--- src/rtl/e203_dma_icb_arb_if.sv ---
// ICB command/response bundle shared by the core, the DMA engine and the slave port.
// The master modport drives commands and consumes responses; slave is the mirror.
interface e203_dma_icb_arb_if #(
  parameter int unsigned AW = 32,
  parameter int unsigned DW = 32
);
  logic              cmd_valid;
  logic              cmd_ready;
  logic [AW-1:0]     cmd_addr;
  logic              cmd_read;
  logic [DW-1:0]     cmd_wdata;
  logic [DW/8-1:0]   cmd_wmask;
  logic              rsp_valid;
  logic              rsp_ready;
  logic              rsp_err;
  logic [DW-1:0]     rsp_rdata;

  modport master (
    output cmd_valid, cmd_addr, cmd_read, cmd_wdata, cmd_wmask, rsp_ready,
    input  cmd_ready, rsp_valid, rsp_err, rsp_rdata
  );

  modport slave (
    input  cmd_valid, cmd_addr, cmd_read, cmd_wdata, cmd_wmask, rsp_ready,
    output cmd_ready, rsp_valid, rsp_err, rsp_rdata
  );
endinterface

--- src/rtl/e203_dma_icb_arb.sv ---
// Two-master ICB arbiter (core m0, DMA m1) onto one slave with round-robin grant,
// grant lock on stalled commands and an in-order ID FIFO steering responses.
module e203_dma_icb_arb #(
  parameter int unsigned AW   = 32,
  parameter int unsigned DW   = 32,
  parameter int unsigned OSTD = 4
) (
  input  logic                   clk,
  input  logic                   rst,
  e203_dma_icb_arb_if.slave      m0,
  e203_dma_icb_arb_if.slave      m1,
  e203_dma_icb_arb_if.master     s,
  output logic [$clog2(OSTD):0]  ostd_cnt,
  output logic                   arb_err
);

  localparam int unsigned PW = $clog2(OSTD);
  localparam int unsigned CW = PW + 1;

  logic              lock_q;
  logic              lock_id_q;
  logic              rr_last_q;
  logic [OSTD-1:0]   fifo_q;
  logic [PW-1:0]     wptr_q;
  logic [PW-1:0]     rptr_q;

  logic              gnt_any;
  logic              gnt_id;
  logic              gnt_valid;
  logic [AW-1:0]     gnt_addr;
  logic              gnt_read;
  logic [DW-1:0]     gnt_wdata;
  logic [DW/8-1:0]   gnt_wmask;
  logic              full;
  logic              empty;
  logic              cmd_hsk;
  logic              rsp_hsk;
  logic              head;

  // Grant: a stalled command keeps its master; otherwise round-robin on ties.
  always_comb begin
    gnt_any = 1'b0;
    gnt_id  = 1'b0;
    if (lock_q) begin
      gnt_any = 1'b1;
      gnt_id  = lock_id_q;
    end else if (m0.cmd_valid && m1.cmd_valid) begin
      gnt_any = 1'b1;
      gnt_id  = ~rr_last_q;
    end else if (m0.cmd_valid) begin
      gnt_any = 1'b1;
      gnt_id  = 1'b0;
    end else if (m1.cmd_valid) begin
      gnt_any = 1'b1;
      gnt_id  = 1'b1;
    end
  end

  always_comb begin
    gnt_valid = m0.cmd_valid;
    gnt_addr  = m0.cmd_addr;
    gnt_read  = m0.cmd_read;
    gnt_wdata = m0.cmd_wdata;
    gnt_wmask = m0.cmd_wmask;
    if (gnt_id) begin
      gnt_valid = m1.cmd_valid;
      gnt_addr  = m1.cmd_addr;
      gnt_read  = m1.cmd_read;
      gnt_wdata = m1.cmd_wdata;
      gnt_wmask = m1.cmd_wmask;
    end
  end

  assign full  = (ostd_cnt == CW'(OSTD));
  assign empty = (ostd_cnt == '0);

  assign s.cmd_valid = ~rst & gnt_any & gnt_valid & ~full;
  assign s.cmd_addr  = gnt_addr;
  assign s.cmd_read  = gnt_read;
  assign s.cmd_wdata = gnt_wdata;
  assign s.cmd_wmask = gnt_wmask;

  assign m0.cmd_ready = ~rst & gnt_any & ~gnt_id & s.cmd_ready & ~full;
  assign m1.cmd_ready = ~rst & gnt_any &  gnt_id & s.cmd_ready & ~full;

  assign cmd_hsk = s.cmd_valid & s.cmd_ready;

  // Responses follow the oldest outstanding ID; with nothing outstanding they are swallowed.
  assign head        = fifo_q[rptr_q];
  assign s.rsp_ready = empty | (head ? m1.rsp_ready : m0.rsp_ready);
  assign m0.rsp_valid = s.rsp_valid & ~empty & ~head;
  assign m1.rsp_valid = s.rsp_valid & ~empty &  head;
  assign m0.rsp_err   = s.rsp_err;
  assign m1.rsp_err   = s.rsp_err;
  assign m0.rsp_rdata = s.rsp_rdata;
  assign m1.rsp_rdata = s.rsp_rdata;

  assign rsp_hsk = s.rsp_valid & s.rsp_ready & ~empty;

  always_ff @(posedge clk or posedge rst) begin
    if (rst) begin
      lock_q    <= 1'b0;
      lock_id_q <= 1'b0;
      rr_last_q <= 1'b1;
      fifo_q    <= '0;
      wptr_q    <= '0;
      rptr_q    <= '0;
      ostd_cnt  <= '0;
      arb_err   <= 1'b0;
    end else begin
      lock_q    <= s.cmd_valid & ~s.cmd_ready;
      lock_id_q <= gnt_id;
      if (cmd_hsk) begin
        rr_last_q      <= gnt_id;
        fifo_q[wptr_q] <= gnt_id;
        wptr_q         <= wptr_q + PW'(1);
      end
      if (rsp_hsk) begin
        rptr_q <= rptr_q + PW'(1);
      end
      ostd_cnt <= ostd_cnt + CW'(cmd_hsk) - CW'(rsp_hsk);
      if (s.rsp_valid && empty) begin
        arb_err <= 1'b1;
      end
    end
  end

endmodule

--- src/flat_wrapper.sv ---
// flat-port wrapper written by rule: the top's interface ports become plain ports
module e203_dma_icb_arb_flat 
#(
  parameter int unsigned AW   = 32,
  parameter int unsigned DW   = 32,
  parameter int unsigned OSTD = 4
)
  (clk, rst, ostd_cnt, arb_err, m0_cmd_valid, m0_cmd_addr, m0_cmd_read, m0_cmd_wdata, m0_cmd_wmask, m0_rsp_ready, m0_cmd_ready, m0_rsp_valid, m0_rsp_err, m0_rsp_rdata, m1_cmd_valid, m1_cmd_addr, m1_cmd_read, m1_cmd_wdata, m1_cmd_wmask, m1_rsp_ready, m1_cmd_ready, m1_rsp_valid, m1_rsp_err, m1_rsp_rdata, s_cmd_valid, s_cmd_addr, s_cmd_read, s_cmd_wdata, s_cmd_wmask, s_rsp_ready, s_cmd_ready, s_rsp_valid, s_rsp_err, s_rsp_rdata);
  e203_dma_icb_arb_if #(.AW(AW), .DW(DW)) m0_i ();
  e203_dma_icb_arb_if #(.AW(AW), .DW(DW)) m1_i ();
  e203_dma_icb_arb_if #(.AW(AW), .DW(DW)) s_i ();
  input  logic clk;
  input  logic rst;
  output logic [$clog2(OSTD):0] ostd_cnt;
  output logic arb_err;
  input wire logic [$bits(m0_i.cmd_valid)-1:0] m0_cmd_valid;
  input wire logic [$bits(m0_i.cmd_addr)-1:0] m0_cmd_addr;
  input wire logic [$bits(m0_i.cmd_read)-1:0] m0_cmd_read;
  input wire logic [$bits(m0_i.cmd_wdata)-1:0] m0_cmd_wdata;
  input wire logic [$bits(m0_i.cmd_wmask)-1:0] m0_cmd_wmask;
  input wire logic [$bits(m0_i.rsp_ready)-1:0] m0_rsp_ready;
  output wire logic [$bits(m0_i.cmd_ready)-1:0] m0_cmd_ready;
  output wire logic [$bits(m0_i.rsp_valid)-1:0] m0_rsp_valid;
  output wire logic [$bits(m0_i.rsp_err)-1:0] m0_rsp_err;
  output wire logic [$bits(m0_i.rsp_rdata)-1:0] m0_rsp_rdata;
  input wire logic [$bits(m1_i.cmd_valid)-1:0] m1_cmd_valid;
  input wire logic [$bits(m1_i.cmd_addr)-1:0] m1_cmd_addr;
  input wire logic [$bits(m1_i.cmd_read)-1:0] m1_cmd_read;
  input wire logic [$bits(m1_i.cmd_wdata)-1:0] m1_cmd_wdata;
  input wire logic [$bits(m1_i.cmd_wmask)-1:0] m1_cmd_wmask;
  input wire logic [$bits(m1_i.rsp_ready)-1:0] m1_rsp_ready;
  output wire logic [$bits(m1_i.cmd_ready)-1:0] m1_cmd_ready;
  output wire logic [$bits(m1_i.rsp_valid)-1:0] m1_rsp_valid;
  output wire logic [$bits(m1_i.rsp_err)-1:0] m1_rsp_err;
  output wire logic [$bits(m1_i.rsp_rdata)-1:0] m1_rsp_rdata;
  output wire logic [$bits(s_i.cmd_valid)-1:0] s_cmd_valid;
  output wire logic [$bits(s_i.cmd_addr)-1:0] s_cmd_addr;
  output wire logic [$bits(s_i.cmd_read)-1:0] s_cmd_read;
  output wire logic [$bits(s_i.cmd_wdata)-1:0] s_cmd_wdata;
  output wire logic [$bits(s_i.cmd_wmask)-1:0] s_cmd_wmask;
  output wire logic [$bits(s_i.rsp_ready)-1:0] s_rsp_ready;
  input wire logic [$bits(s_i.cmd_ready)-1:0] s_cmd_ready;
  input wire logic [$bits(s_i.rsp_valid)-1:0] s_rsp_valid;
  input wire logic [$bits(s_i.rsp_err)-1:0] s_rsp_err;
  input wire logic [$bits(s_i.rsp_rdata)-1:0] s_rsp_rdata;
  assign m0_i.cmd_valid = m0_cmd_valid;
  assign m0_i.cmd_addr = m0_cmd_addr;
  assign m0_i.cmd_read = m0_cmd_read;
  assign m0_i.cmd_wdata = m0_cmd_wdata;
  assign m0_i.cmd_wmask = m0_cmd_wmask;
  assign m0_i.rsp_ready = m0_rsp_ready;
  assign m0_cmd_ready = m0_i.cmd_ready;
  assign m0_rsp_valid = m0_i.rsp_valid;
  assign m0_rsp_err = m0_i.rsp_err;
  assign m0_rsp_rdata = m0_i.rsp_rdata;
  assign m1_i.cmd_valid = m1_cmd_valid;
  assign m1_i.cmd_addr = m1_cmd_addr;
  assign m1_i.cmd_read = m1_cmd_read;
  assign m1_i.cmd_wdata = m1_cmd_wdata;
  assign m1_i.cmd_wmask = m1_cmd_wmask;
  assign m1_i.rsp_ready = m1_rsp_ready;
  assign m1_cmd_ready = m1_i.cmd_ready;
  assign m1_rsp_valid = m1_i.rsp_valid;
  assign m1_rsp_err = m1_i.rsp_err;
  assign m1_rsp_rdata = m1_i.rsp_rdata;
  assign s_cmd_valid = s_i.cmd_valid;
  assign s_cmd_addr = s_i.cmd_addr;
  assign s_cmd_read = s_i.cmd_read;
  assign s_cmd_wdata = s_i.cmd_wdata;
  assign s_cmd_wmask = s_i.cmd_wmask;
  assign s_rsp_ready = s_i.rsp_ready;
  assign s_i.cmd_ready = s_cmd_ready;
  assign s_i.rsp_valid = s_rsp_valid;
  assign s_i.rsp_err = s_rsp_err;
  assign s_i.rsp_rdata = s_rsp_rdata;
  e203_dma_icb_arb #(.AW(AW), .DW(DW), .OSTD(OSTD)) u_core (.clk(clk), .rst(rst), .m0(m0_i), .m1(m1_i), .s(s_i), .ostd_cnt(ostd_cnt), .arb_err(arb_err));
endmodule
--- config.mk ---
export PLATFORM = sky130hd
export DESIGN_NAME = e203_dma_icb_arb_flat
export DESIGN_NICKNAME = d
export VERILOG_FILES = /design/src/rtl/e203_dma_icb_arb_if.sv /design/src/rtl/e203_dma_icb_arb.sv /design/src/flat_wrapper.sv
export SDC_FILE = /design/constraint.sdc
export NUM_CORES = 1
export LEC_CHECK = 0
export BUFFER_PORTS_ARGS = -buffer_cell sky130_fd_sc_hd__buf_2
export CAP_MARGIN = 20
export CORE_AREA = 5 5 123 125
export DETAILED_ROUTE_END_ITERATION = 10
export DIE_AREA = 0 0 128 130
export RECOVER_POWER = 100
export SYNTH_ARGS = -nofsm -noshare
export SYNTH_HDL_FRONTEND = slang
export SYNTH_SLANG_ARGS = --single-unit
export TNS_END_PERCENT = 50
--- constraint.sdc ---
create_clock -name clk -period 2.9 [get_ports clk]
set_input_delay 0.145 -clock clk [delete_from_list [all_inputs] [get_ports clk]]
set_output_delay 0.145 -clock clk [all_outputs]
set_load 0.01 [all_outputs]
Yosys cells after proc, flatten, opt, wreduce, memory -nomap -nowiden
Index checks and enable logic that the tools add are counted.
{"block": "totals", "register_bits": 15, "in_bits": 179, "output_inout_bits": 145, "wordCells": 62}
{"block": "classes", "addsub": 4, "n_lt_le_gt_ge": 3, "eq_ne": 1, "n_mux": 18, "bitwise": 24, "n_reduce_logical": 4}
{"op": "$mux W32", "count": 2}
{"op": "$and A1 B1 Y1", "count": 16}
{"op": "$mux W1", "count": 12}
{"op": "$not A1 Y1", "count": 7}
{"op": "$lt A2 B3 Y1 const B", "count": 2}
{"op": "$add A2 B1 Y2 const B", "count": 2}
{"op": "$bwmux W4", "count": 1}
{"op": "$mux W4", "count": 1}
{"op": "$add A3 B1 Y3", "count": 1}
{"op": "$eq A3 B3 Y1 const B", "count": 1}
{"op": "$logic_and A1 B1 Y1", "count": 3}
{"op": "$logic_not A3 Y1", "count": 1}
{"op": "$sub A3 B1 Y3", "count": 1}
{"op": "$bmux W1 S2", "count": 1}
{"op": "$demux W1 S2", "count": 1}
{"op": "$ge A2 B1 Y1 const B", "count": 1}
{"op": "$or A1 B1 Y1", "count": 1}

Longest topological paths before layout
{"block": "logic_depth", "ltp_word": 10, "depth_mapped": 11, "depth_no_buf": 11}

Worst setup path after synthesis
Ideal clock, no wire load.
{"block": "synth_timing", "path_type": "register to register", "from": "register u_core.rptr_q[1]", "to": "register u_core.ostd_cnt[2]", "setup_ps": 129, "arrival_ps": 2170, "required_time_ps": 2771, "slack_ps": 602, "stages_incl_launch_ff": 12, "path_buffers": 0, "period_less_slack_ps": 2298, "cell_sequence": "dfrtp_1 -> mux2i_1 -> mux2i_1 -> mux2i_1 -> nor2_1 -> ha_1 -> inv_1 -> ha_1 -> inv_1 -> fa_1 -> xnor2_1 -> xnor2_1"}
{"block": "synth_between", "elab_chain_cells": 7}
{"item": "from (decl)", "line_no": "e203_dma_icb_arb.sv:25", "source": "logic [PW-1:0] rptr_q;"}
{"item": "from (signal assigned)", "line_no": "e203_dma_icb_arb.sv:119", "source": "rptr_q <= rptr_q + PW'(1);"}
{"item": "$bmux W1 S2", "line_no": "e203_dma_icb_arb.sv:89", "source": "assign head = fifo_q[rptr_q];"}
{"item": "$mux W1 (not written as such)", "line_no": "e203_dma_icb_arb.sv:89"}
{"item": "$mux W1", "line_no": "e203_dma_icb_arb.sv:90", "source": "assign s.rsp_ready = empty | (head ? m1.rsp_ready : m0.rsp_ready);"}
{"item": "$or A1 B1 Y1", "line_no": "e203_dma_icb_arb.sv:90"}
{"item": "$and A1 B1 Y1 (2 in a row)", "line_no": "e203_dma_icb_arb.sv:98", "source": "assign rsp_hsk = s.rsp_valid & s.rsp_ready & ~empty;"}
{"item": "named net u_core.rsp_hsk", "line_no": "e203_dma_icb_arb.sv:37", "source": "logic rsp_hsk;"}
{"item": "$sub A3 B1 Y3", "line_no": "e203_dma_icb_arb.sv:121", "source": "ostd_cnt <= ostd_cnt + CW'(cmd_hsk) - CW'(rsp_hsk);"}
{"item": "to (signal assigned)", "line_no": "e203_dma_icb_arb.sv:121"}
{"item": "to (decl)", "line_no": "e203_dma_icb_arb.sv:13", "source": "output logic [$clog2(OSTD):0] ostd_cnt,"}
The timed path passes the listed nets, and every way through them passes these cells. The select of a mux whose other input is x is not followed.
A chain may end at the register's enable or synchronous reset.

Worst setup path after layout
{"block": "layout_timing", "from": "register u_core.rr_last_q", "to": "output s_cmd_addr[17]"}
{"block": "layout_between", "elab_chain_cells": 4}
{"item": "from (decl)", "line_no": "e203_dma_icb_arb.sv:22", "source": "logic rr_last_q;"}
{"item": "from (signal assigned)", "line_no": "e203_dma_icb_arb.sv:114", "source": "rr_last_q <= gnt_id;"}
{"item": "$not A1 Y1", "line_no": "e203_dma_icb_arb.sv:49", "source": "gnt_id = ~rr_last_q;"}
{"item": "$mux W1", "line_no": "e203_dma_icb_arb.sv:47", "source": "end else if (m0.cmd_valid && m1.cmd_valid) begin"}
{"item": "$mux W1", "line_no": "e203_dma_icb_arb.sv:44", "source": "if (lock_q) begin"}
{"item": "$mux W32", "line_no": "e203_dma_icb_arb.sv:65", "source": "if (gnt_id) begin"}
{"item": "to (decl)", "line_no": "flat_wrapper.sv:37", "source": "output wire logic [$bits(s_i.cmd_addr)-1:0] s_cmd_addr;"}
Every way passes these cells.

==> results.tsv <==
stage	metric	value	unit
layout	stdcell_area	3159	um^2
power_and_ir_drop	p_leak	1.640	nW
placed_design	io_buffer_count	224	
worst_setup_path	reg2reg_to	u_core.ostd_cnt[2]	
min_path	hp-start	s_cmd_ready	
die	start_util	18.13	%
route	totalWireLength	9987	um
layout	fillers	1580	
placed_design	dpl_cell_area	3327	um^2
route	dr.pass1.iters	4	
sta	fin_crit_sh	89.00	%
global_routing	antenna_found_initial	1	
logic_synthesis	synth_edf_count	0	
worst_setup_path	required	2.76	ns
layout	fin_nets	568	
logic_synthesis	synthArstFlopShare	100.0	%
layout	antenna_cells	0	
sta	tightest_slew	0.7529	ns
worst_setup_path	startpoint_type	register	
global_routing	grt_max_degree	40	
logic_synthesis	synthMuxAreaShare	46.59	%
sta	rsz0062_at_grt	no	
global_routing	grt_pass1_wl	13300	um
logic_synthesis	yosysWarnings	0	
logic_synthesis	synth.area.top_cells	mux2_4, buf_4, dfrtp_1	
die	die_h	130	um
worst_setup_path	critical_path_arrival	2.44	ns
sta	max_slew_margin	49.28	%
run	drv_cap	0	
min_path	hold_path_class	input port to register	
logic_synthesis	synth_compound_area_share	2.655	%
logic_synthesis	yosysUniqueCellTypes	33	
clock_network	cts_resized	0	
logic_synthesis	yosysTopAreaCell	mux2_4	
min_path	whs_endpoint	u_core.lock_q	
worst_setup_path	crit_path_max_fanout	12	
sta	setup_tns	0	ns
logic_synthesis	syn_inst	219	
route	drtIter0Drc	40	
power_and_ir_drop	power.density	587.5	nW/um^2
layout	drive_above_1_share	62.73	%
worst_setup_path	reg2reg_slack	0.40	ns
logic_synthesis	synth-seq-cells	15	
route	avgViaCountPerCell	3.950	
logic_synthesis	yosysTopAreaCellShare	41.48	%
route	drt.antenna.violating_nets	0	
clock_network	cts_sinks	15	
logic_synthesis	netlist_area	2497	um^2
sta	fmax	387.4	MHz
die	rows	43	
clock_network	path_clk_slew	0.04	ns
logic_synthesis	syn-num-nets	405	
clock_network	cts_buffer_depth	2	
logic_synthesis	avgSynthCellArea	11.40	um^2
sta	min_period	2.581	ns
worst_setup_path	crit_type	register to output pin	
status	status	finished clean	
die	dieArea	16640	um^2
logic_synthesis	yosysMostFrequentCell	mux2_4	
clock_network	h-tree-depth	1	
sta	slew_viol_final	0	
logic_synthesis	ys.flop_type	dfrtp_1	
route	dr_total_vias	2216	
logic_synthesis	synthSimpleGateAreaFrac	5.962	%
sta	hold_violations	0	
logic_synthesis	synth_top_family_by_area	multiplexers	
logic_synthesis	synthAdderAreaFrac	3.808	%
clock_network	clkLatencyLatePin	0.25	ns
logic_synthesis	synthTopCellsByCount	mux2_4, buf_4, dfrtp_1	
worst_setup_path	rr_worst_depth	11	
die	dieWidth	128	um
worst_setup_path	r2r-start	u_core.rptr_q[1]	
global_routing	grt.overflow.total	0	
route	drc	0	
placed_design	gp_congestion	0.8960	
min_path	min_path_cells	2	
power_and_ir_drop	vdd_ir_drop_max	0.0004534	V
placed_design	dp_hpwl	8974	um
route	wire_per_inst	17.80	um
logic_synthesis	synth-xor-area-share	1.403	%
logic_synthesis	seq_area_frac_synth	15.08	%
clock_network	clockRootBuffer	clkbuf_16	
clock_network	cts_buffers	3	
layout	syn2layout_area_growth	26.50	%
die	core_area	13770	um^2
die	num_io_pins	324	
global_routing	grtUsageTotal	10.39	%
worst_setup_path	end_kind	output pin	
sta	skew	0.004897	ns
sta	setup_violations	0	
sta	hold_slack	0.08566	ns
global_routing	grt_pass1_vias	2291	
clock_network	cts_tree	built	
stage by stage:
stage	cells	setup WS (ns)	total power [mW]	utilization [%]
after CTS	561	0.3771	2.097	24.80
after floorplan	219	0.6016	1.416	-
after detailed placement	556	0.3970	1.816	24.16
final	561	0.3189	1.856	22.94
after global placement	556	0.5087	1.772	24.16
after global routing	561	0.1592	2.003	22.94
power by group:
group	leakage [nW]	switching [mW]	total (mW)	internal (mW)
Sequential	0.178	0.0846	0.400	0.315
Combinational	1.42	0.613	1.19	0.578
Clock	0.0382	0.0798	0.266	0.186
area by class of cell:
cell class / count / area (um^2) / area share (%)
clock buffer: 4 / 78.83 / 2.495
inverter: 10 / 37.54 / 1.188
multi-input combinational: 121 / 1284 / 40.63
sequential: 15 / 376.6 / 11.92
tap: 180 / 225.2 / 7.129
timing repair buffer: 231 / 1157 / 36.63
layer usage:
| metal | global-route usage [%] | part of all wire (%) |
|---|---|---|
| met3 | 7.532 | 18 |
| met5 | 0 | 0.080 |
| met1 | 12.44 | 39 |
| met4 | 1.061 | 0.61 |
| met2 | 15.68 | 43 |
worst max path at each step:
| stage | start | depth (start not counted) | end | slack (ns) |
|---|---|---|---|---|
| 6_report | u_core.rr_last_q | 5 | s_cmd_addr[17] | 0.32 |
| 5_1_grt | rst | 11 | u_core.ostd_cnt[2] | 0.16 |
| 4_1_cts | u_core.rptr_q[1] | 11 | u_core.ostd_cnt[2] | 0.38 |
| 3_5_place_dp | u_core.rptr_q[1] | 11 | u_core.ostd_cnt[2] | 0.40 |
| 3_3_place_gp | u_core.rptr_q[1] | 11 | u_core.ostd_cnt[2] | 0.51 |
| 2_1_floorplan | u_core.rptr_q[1] | 11 | u_core.ostd_cnt[2] | 0.60 |
repair_timing:
item                                   in CTS  in global routing
endpoints found under the hold margin      14                  0
buffers inserted                            0                  0
hold buffers                                1                  0
sequential cells by signal, indices dropped and copies added (netlist names):
signal            flops
u_core.fifo_q         4
u_core.rr_last_q      1
u_core.lock_q         1
u_core.wptr_q         2
u_core.arb_err        1
u_core.lock_id_q      1
u_core.ostd_cnt       3
u_core.rptr_q         2
layout by cell type, fill, tap and decap left out, drive strengths merged:
cell | netlist | layout
nand2b | 1 | 1
inv | 10 | 10
a21oi | 2 | 2
nor2 | 2 | 2
nor4b | 4 | 4
buf | 73 | 213
nor2b | 2 | 2
clkbuf | 0 | 21
o31ai | 1 | 1
or3 | 1 | 1
dlygate4sd3 | 0 | 1
mux2i | 6 | 6
nand2 | 4 | 4
o21ai | 2 | 2
nor3b | 2 | 2
xnor2 | 3 | 3
dfrtp | 14 | 14
fa | 1 | 1
mux2 | 75 | 75
nor4 | 2 | 2
or3b | 1 | 1
dfstp | 1 | 1
xor2 | 1 | 1
a211oi | 1 | 1
o21bai | 1 | 1
or2 | 1 | 1
ha | 6 | 6
nor3 | 2 | 2
worst max-delay path, cell delays in order, from the launching register on:
cell and delay, ns:
dfstp_2 0.53, a211oi_2 0.07, a21oi_4 0.41, clkbuf_1 0.60, mux2_1 0.42, buf_2 0.15
cell families (layout without fill, tap and decap cells):
| group | after synthesis | after routing |
|---|---|---|
| adders and majority gates | 7 | 7 |
| AOI/OAI and AO/OA | 7 | 7 |
| and+or+nand+nor | 22 | 22 |
| buffers and inverters | 83 | 245 |
| muxes | 81 | 81 |
| DFF | 15 | 15 |
| xor gates and xnor gates | 4 | 4 |
(Power assumes the default switching activity.)
